<file path="src/rtl/pow2_serial_pkg.sv">
// pow2_serial_pkg: shared widths, state encoding and vector types for pow2_serial.
// Contents: EXP_W/OUT_W defaults, state_t {IDLE, SHIFT, DONE}, exp_t, res_t.
package pow2_pkg;
    localparam int EXP_W = 3;
    localparam int OUT_W = 8;
    typedef enum logic [1:0] {IDLE, SHIFT, DONE} state_t;
    typedef logic [EXP_W-1:0] exp_t;
    typedef logic [OUT_W-1:0] res_t;
endpackage

</file>
<file path="src/rtl/pow2_serial_if.sv">
// pow2_serial_if: valid/ready bundle between an exponent producer and a linear-value consumer.
// Signals: in_valid/in_ready/in_exp (request), out_valid/out_ready/out_data (result), busy.
// With POW2_SERIAL_SCALE_EN defined: in_base (start value) and out_ovf (bits lost off the top).
// Modports: slave (the pow2_serial block), master (the producer/consumer side).
interface pow2_serial_if;
    import pow2_pkg::*;
    logic in_valid;
    logic in_ready;
    exp_t in_exp;
    logic out_valid;
    logic out_ready;
    res_t out_data;
    logic busy;
`ifdef POW2_SERIAL_SCALE_EN
    res_t in_base;
    logic out_ovf;
`endif
    modport slave (
        input  in_valid, in_exp, out_ready,
`ifdef POW2_SERIAL_SCALE_EN
        input  in_base,
        output out_ovf,
`endif
        output in_ready, out_valid, out_data, busy
    );
    modport master (
        output in_valid, in_exp, out_ready,
`ifdef POW2_SERIAL_SCALE_EN
        output in_base,
        input  out_ovf,
`endif
        input  in_ready, out_valid, out_data, busy
    );
endinterface

</file>
<file path="src/rtl/pow2_serial.sv">
// pow2_serial: iterative 2^e generator, one left shift per cycle, valid/ready on both sides.
// Ports: clk (rising edge), rst_n (async, active-low), bus (pow2_serial_if.slave).
// Optional POW2_SERIAL_SCALE_EN: start from bus.in_base instead of 1 and flag shifted-out ones on out_ovf.
module pow2_serial
    import pow2_pkg::*;
(
    input logic          clk,
    input logic          rst_n,
    pow2_serial_if.slave bus
);
    state_t state_q, state_d;
    res_t   acc_q, acc_d;
    exp_t   cnt_q, cnt_d;
    res_t   base;
`ifdef POW2_SERIAL_SCALE_EN
    logic   ovf_q, ovf_d;
    assign base = bus.in_base;
    assign bus.out_ovf = ovf_q;
`else
    assign base = res_t'(1);
`endif
    always_ff @(posedge clk or negedge rst_n) begin
        if (!rst_n) begin
            state_q <= IDLE;
            acc_q   <= '0;
            cnt_q   <= '0;
`ifdef POW2_SERIAL_SCALE_EN
            ovf_q   <= 1'b0;
`endif
        end else begin
            state_q <= state_d;
            acc_q   <= acc_d;
            cnt_q   <= cnt_d;
`ifdef POW2_SERIAL_SCALE_EN
            ovf_q   <= ovf_d;
`endif
        end
    end
    always_comb begin
        state_d = state_q;
        acc_d   = acc_q;
        cnt_d   = cnt_q;
`ifdef POW2_SERIAL_SCALE_EN
        ovf_d   = ovf_q;
`endif
        case (state_q)
            IDLE: if (bus.in_valid) begin
                acc_d   = base;
                cnt_d   = bus.in_exp;
                // e==0 needs no shift, so the result is ready on the accept edge
                state_d = (bus.in_exp == '0) ? DONE : SHIFT;
`ifdef POW2_SERIAL_SCALE_EN
                ovf_d   = 1'b0;
`endif
            end
            SHIFT: begin
                acc_d   = acc_q << 1;
                cnt_d   = cnt_q - exp_t'(1);
                state_d = (cnt_q == exp_t'(1)) ? DONE : SHIFT;
`ifdef POW2_SERIAL_SCALE_EN
                ovf_d   = ovf_q | acc_q[OUT_W-1];
`endif
            end
            DONE:    state_d = bus.out_ready ? IDLE : DONE;
            default: state_d = IDLE;
        endcase
    end
    assign bus.in_ready  = (state_q == IDLE);
    assign bus.busy      = (state_q != IDLE);
    assign bus.out_valid = (state_q == DONE);
    assign bus.out_data  = acc_q;
endmodule

</file>
<file path="src/flat_wrapper.sv">
// flat-port wrapper written by rule: the top's interface ports become plain ports
module pow2_serial_flat import pow2_pkg::*;
  (clk, rst_n, bus_in_valid, bus_in_exp, bus_out_ready, bus_in_ready, bus_out_valid, bus_out_data, bus_busy);
  pow2_serial_if bus_i ();
  input logic clk;
  input logic rst_n;
  input wire logic [$bits(bus_i.in_valid)-1:0] bus_in_valid;
  input wire logic [$bits(bus_i.in_exp)-1:0] bus_in_exp;
  input wire logic [$bits(bus_i.out_ready)-1:0] bus_out_ready;
  output wire logic [$bits(bus_i.in_ready)-1:0] bus_in_ready;
  output wire logic [$bits(bus_i.out_valid)-1:0] bus_out_valid;
  output wire logic [$bits(bus_i.out_data)-1:0] bus_out_data;
  output wire logic [$bits(bus_i.busy)-1:0] bus_busy;
  assign bus_i.in_valid = bus_in_valid;
  assign bus_i.in_exp = bus_in_exp;
  assign bus_i.out_ready = bus_out_ready;
  assign bus_in_ready = bus_i.in_ready;
  assign bus_out_valid = bus_i.out_valid;
  assign bus_out_data = bus_i.out_data;
  assign bus_busy = bus_i.busy;
  pow2_serial u_core (.clk(clk), .rst_n(rst_n), .bus(bus_i));
endmodule
</file>
<file path="config.mk">
export PLATFORM = sky130hd
export DESIGN_NAME = pow2_serial_flat
export DESIGN_NICKNAME = d
export VERILOG_FILES = /design/src/rtl/pow2_serial_pkg.sv /design/src/rtl/pow2_serial_if.sv /design/src/rtl/pow2_serial.sv /design/src/flat_wrapper.sv
export SDC_FILE = /design/constraint.sdc
export NUM_CORES = 1
export LEC_CHECK = 0
export CELL_PAD_IN_SITES_DETAIL_PLACEMENT = 1
export CELL_PAD_IN_SITES_GLOBAL_PLACEMENT = 1
export CORE_MARGIN = 2
export CORE_UTILIZATION = 34
export DETAILED_ROUTE_END_ITERATION = 10
export GPL_ROUTABILITY_DRIVEN = 0
export GPL_TIMING_DRIVEN = 0
export PLACE_DENSITY_LB_ADDON = 0.3
export SYNTH_ARGS = -nofsm -noshare
export SYNTH_HDL_FRONTEND = slang
export SYNTH_SLANG_ARGS = --single-unit
</file>
<file path="constraint.sdc">
create_clock -name clk -period 1.8 [get_ports clk]
set_clock_uncertainty 0.2 [all_clocks]
set_input_delay 0.45 -clock clk [delete_from_list [all_inputs] [get_ports clk]]
set_output_delay 0.45 -clock clk [all_outputs]
set_load 0.02 [all_outputs]
</file>
---- Yosys cells after proc, flatten, opt, wreduce, memory -nomap -nowiden ----
Index checks and enable logic that the tools add are counted.
cells by class
  reduce and logical (&&, ||, !) cells .... 5
  add/subtract/negate cells ............... 1
  equal/unequal tests ..................... 4
  mux-type cells .......................... 9
operators by type and width
  operator                                           count
  one-hot mux 8 bit (2 select lines)                 1
  two-way mux 2 bit                                  4
  two-way mux 8 bit                                  1
  one-hot mux 2 bit (3 select lines)                 1
  one-hot mux 3 bit (2 select lines)                 1
  nonzero test 2 bit                                 2
  == test 3 x 1 -> 1 bit (second input constant)     1
  zero test 3 bit                                    1
  two-way mux 3 bit                                  1
  subtractor 3 x 1 -> 3 bit (second input constant)  1
  == test 2 x 1 -> 1 bit (second input constant)     1
  == test 2 bit (second input constant)              1
  zero test 2 bit                                    1
  inequality test 2 bit (second input constant)      1
  AND reduction 2 bit                                1
word-level totals
  bits in registers ....................... 13

---- Depth between registers and ports, before layout ----
  depth in word-level cells ............... 4
  gate-level depth with buffers ........... 5
  gate-level depth less buffers ........... 5

---- Worst setup path after synthesis ----
Ideal clock, no wire load.
  path type ............................... register to output
  start point ............................. register u_core.state_q[0]
  end point ............................... output bus_in_ready
  arrival time ............................ 1.026 ns
  path slack .............................. 0.124 ns
  path buffers ............................ 1
  data required time ...................... 1.150 ns
  stages on the path, launching flop included .. 4
  path through ............................ dfrtp_1 buf_6 or2_2 inv_1
on the way
  word-level cells in the longest chain between the ends .. 1
RTL lines
  item                    RTL line            text
  from (decl)             pow2_serial.sv:11   state_t state_q, state_d;
  from (signal assigned)  pow2_serial.sv:31   state_q <= state_d;
  zero test 2 bit         pow2_serial.sv:68   assign bus.in_ready = (state_q == IDLE);
  to (decl)               flat_wrapper.sv:10  output wire logic [$bits(bus_i.in_ready)-1:0] bus_in_ready;
No other way between the ends.

---- Final worst setup path ----
Ends and elaborated chain as after synthesis.

==> results.sh <==
export IMPL_cts_htree_levels=1
export IMPL_syn_to_final_growth_pct=40.4
export IMPL_timing_critical_path_fanout_max=5
export IMPL_worstPathCellList="or2_4 -> inv_2 -> buf_6"
export IMPL_routed_via_count=541
export IMPL_initial_core_utilization=0.362
export IMPL_layout_drive_gt1_share=0.238
export IMPL_fmaxAchievable_ghz=0.557
export IMPL_grt_first_pass_wirelength_mm=2.55
export IMPL_design_core_area_um2=1750
export IMPL_worst_path_largest_cell_delay_ns=0.44
export IMPL_total_power_of_the_final_layout_uw=1600
export IMPL_detail_route_first_pass_iterations=4
export IMPL_antenna_violations_before_repair=0
export IMPL_crit_path_end_kind="output pin"
export IMPL_finalHoldViolations=0
export IMPL_total_of_hold_buffers_inserted_after_clock_tree_synthesis=0
export IMPL_cts_root_to_sink_buffers=2
export IMPL_grt_max_degree=14
export IMPL_timing_rr_start="u_core.state_q[0]"
export IMPL_final_cell_mix="sky130_fd_sc_hd__dfrtp_1 (11), sky130_fd_sc_hd__dlygate4sd2_1 (8), sky130_fd_sc_hd__a22o_1 (7), sky130_fd_sc_hd__clkdlybuf4s50_1 (6), sky130_fd_sc_hd__buf_4 (6)"
export IMPL_die_height_um=47.1
export IMPL_setup_repair_after_global_routing_missed_its_margin="true"
export IMPL_slew_violations=0
export IMPL_num_io_pins=18
export IMPL_critical_path_slowest_cell="sky130_fd_sc_hd__dfrtp_2"
export IMPL_netlist_cell_type_count=22
export IMPL_cts_tree="built"
export IMPL_dpl_hpwl_mm=1.11
export IMPL_insertion_delay_ns=0.27
export IMPL_report_final_setup_viol=0
export IMPL_mappedNetlistArea_um2=632
export IMPL_leakage_uw=0.000447
export IMPL_worst_ir_drop_vdd_mv=0.767
export IMPL_crit_required_ns=1.15
export IMPL_drt_antenna_violating_nets=0
export IMPL_hold_crit_path_type="reg2reg"
export IMPL_gr_usage_met1=0.219
export IMPL_routed_wire_length_per_instance_um=14.7
export IMPL_post_drt_via_cell_ratio=4.96
export IMPL_wl_mm=1.60
export IMPL_status="finished clean"
export IMPL_timing_reg2reg_setup_slack_ns=0.29
export IMPL_startpoint_type_of_the_worst_setup_path="register"
export IMPL_min_from="u_core.bus.out_data[7]"
export IMPL_slew_hr=0.620
export IMPL_syn_nets=68
export IMPL_holdPathStages=1
export IMPL_cts_buffers=3
export IMPL_synth_main_ff_cell="sky130_fd_sc_hd__dfrtp_1"
export IMPL_synth_avg_cell_area_um2=10.7
export IMPL_finalHoldWorstSlack_ns=0.301
export IMPL_clock_root_buffer="sky130_fd_sc_hd__clkbuf_4"
export IMPL_hold_end="u_core.bus.out_data[7]"
export IMPL_worst_r2r_endpoint="u_core.state_q[0]"
export IMPL_synth_warnings=0
export IMPL_clock_sinks=13
export IMPL_num_nets_final=94
export IMPL_post_synth_edffs=0
export IMPL_grt_use_met3=0.0731
export IMPL_portBuffers=17
export IMPL_synth_async_sr_flop_share=1.00
export IMPL_synthCells=59
export IMPL_synth_seq_cells=13
export IMPL_floorplan_die_width_um=47.1
export IMPL_gr_max_usage_layer="met2"
export IMPL_ys_seq_area_frac=0.515
export IMPL_layout_worst_path_cycle_share=0.998
export IMPL_grtUsageMet2=0.277
export IMPL_actual_slew_at_the_worst_max_slew_pin_ns=0.568
export IMPL_timing_final_crit_period_ns=1.80
export IMPL_die_area_um2=2220
export IMPL_critPathKind="reg2out"
export IMPL_cp_buffers_inverters=2
export IMPL_diodes=0
export IMPL_cpLargestDelayFamily="flip-flops"
export IMPL_drt_iter0_drcs=4
export IMPL_count_of_unresolved_drc_violations_after_routing=0
export IMPL_aggregate_global_routing_overflow=0
export IMPL_grt_pass1_vias=532
export IMPL_cts_clk_slew_worst_paths_ns=0.07
export IMPL_rr_worst_depth=4
export IMPL_timing_max_cap_violations=0
export IMPL_final_common_cell="sky130_fd_sc_hd__dfrtp_1"
export IMPL_crit_arrival_ns=1.15
export IMPL_pwr_density_cell_nw_per_um2=1800
export IMPL_grtUsageTotal=0.182
export IMPL_std_cell_rows=15
-- per-layer routing --
| layer | vias to the layer above | part of all wire |
|---|---|---|
| li1 | 256 | - |
| met5 | - | 0 |
| met1 | 271 | 0.45 |
| met4 | 0 | 0.026 |
| met2 | 10 | 0.49 |
| met3 | 4 | 0.036 |
-- what timing repair did --
action	CTS	global route
resized for setup	28	4
setup endpoints to repair	11	9
buffers inserted	5	1
-- worst reg2reg max path, cell delays in order (launching register included) --
cell and delay (ns):
sky130_fd_sc_hd__dfrtp_2 0.44, sky130_fd_sc_hd__buf_4 0.14, sky130_fd_sc_hd__buf_4 0.14, sky130_fd_sc_hd__or3b_1 0.40, sky130_fd_sc_hd__a21oi_2 0.12
-- synth_stat cells (2+ instances only) --
| library cell | instances | area, um2 |
|---|---|---|
| sky130_fd_sc_hd__dfrtp_1 | 13 | 325 |
| sky130_fd_sc_hd__a22o_1 | 7 | 61.3 |
| sky130_fd_sc_hd__inv_1 | 6 | 22.5 |
| sky130_fd_sc_hd__nor2b_1 | 6 | 37.5 |
| sky130_fd_sc_hd__a21oi_1 | 4 | 20.0 |
| sky130_fd_sc_hd__o21ai_0 | 4 | 20.0 |
| sky130_fd_sc_hd__buf_2 | 2 | 10.0 |
| sky130_fd_sc_hd__ha_1 | 2 | 25.0 |
| sky130_fd_sc_hd__nor2_1 | 2 | 7.51 |
-- kinds of logic after synthesis --
group                    after synthesis  share of synthesized area
adder cells (fa/ha/maj)                2                     0.0396
AND/OR/NAND/NOR                       13                      0.129
flip-flops                            13                      0.515
AO/OA/AOI/OAI                         22                      0.248
buffers and inverters                  9                     0.0693
-- final cells by class --
class / instances / area, um2
clock buffers: 4 / 26.3
plain buffers: 1 / 5.00
fillers: 209 / 858
multi-input cells: 37 / 272
inverters: 6 / 22.5
well taps: 25 / 31.3
flip-flops and latches: 13 / 328
repair buffers: 23 / 203
-- per-stage QoR --
stage / instance area, um2 / std cells / util / TNS [ns] / setup slack, ns
3_5_place_dp: 833 / 101 / 0.477 / -2.39 / -0.370
4_1_cts: 893 / 110 / 0.512 / -0.109 / -0.0739
5_1_grt: 887 / 109 / 0.508 / -0.0453 / -0.0426
3_3_place_gp: 833 / 101 / 0.477 / -2.23 / -0.312
2_1_floorplan: 632 / 59 / - / 0 / 0.124
6_report: 887 / 109 / 0.508 / 0 / 0.00317
-- registers in the layout (all words and copies together) (netlist names) --
signal and flops:
u_core.state_q 2, u_core.bus.out_data 8, u_core.cnt_q 3
-- how the worst max path moves through the flow --
stage / cells past startpoint / from / to / slack (ns)
after detailed placement: 4 / u_core.state_q[1] / bus_in_ready / -0.37
after global routing: 3 / u_core.state_q[0] / bus_in_ready / -0.04
after global placement: 4 / u_core.state_q[1] / bus_in_ready / -0.31
after CTS: 4 / u_core.state_q[0] / bus_in_ready / -0.07
final: 3 / u_core.state_q[0] / bus_in_ready / 0.003
after floorplan: 3 / u_core.state_q[0] / bus_in_ready / 0.12
-- where the power goes --
part / internal (uW) / total (uW) / switching [uW]
registers: 415 / 523 / 108
logic: 434 / 899 / 464
clock network: 86.0 / 175 / 89.4
total: 935 / 1600 / 662
Note: power is estimated with default switching activity, not from simulation.
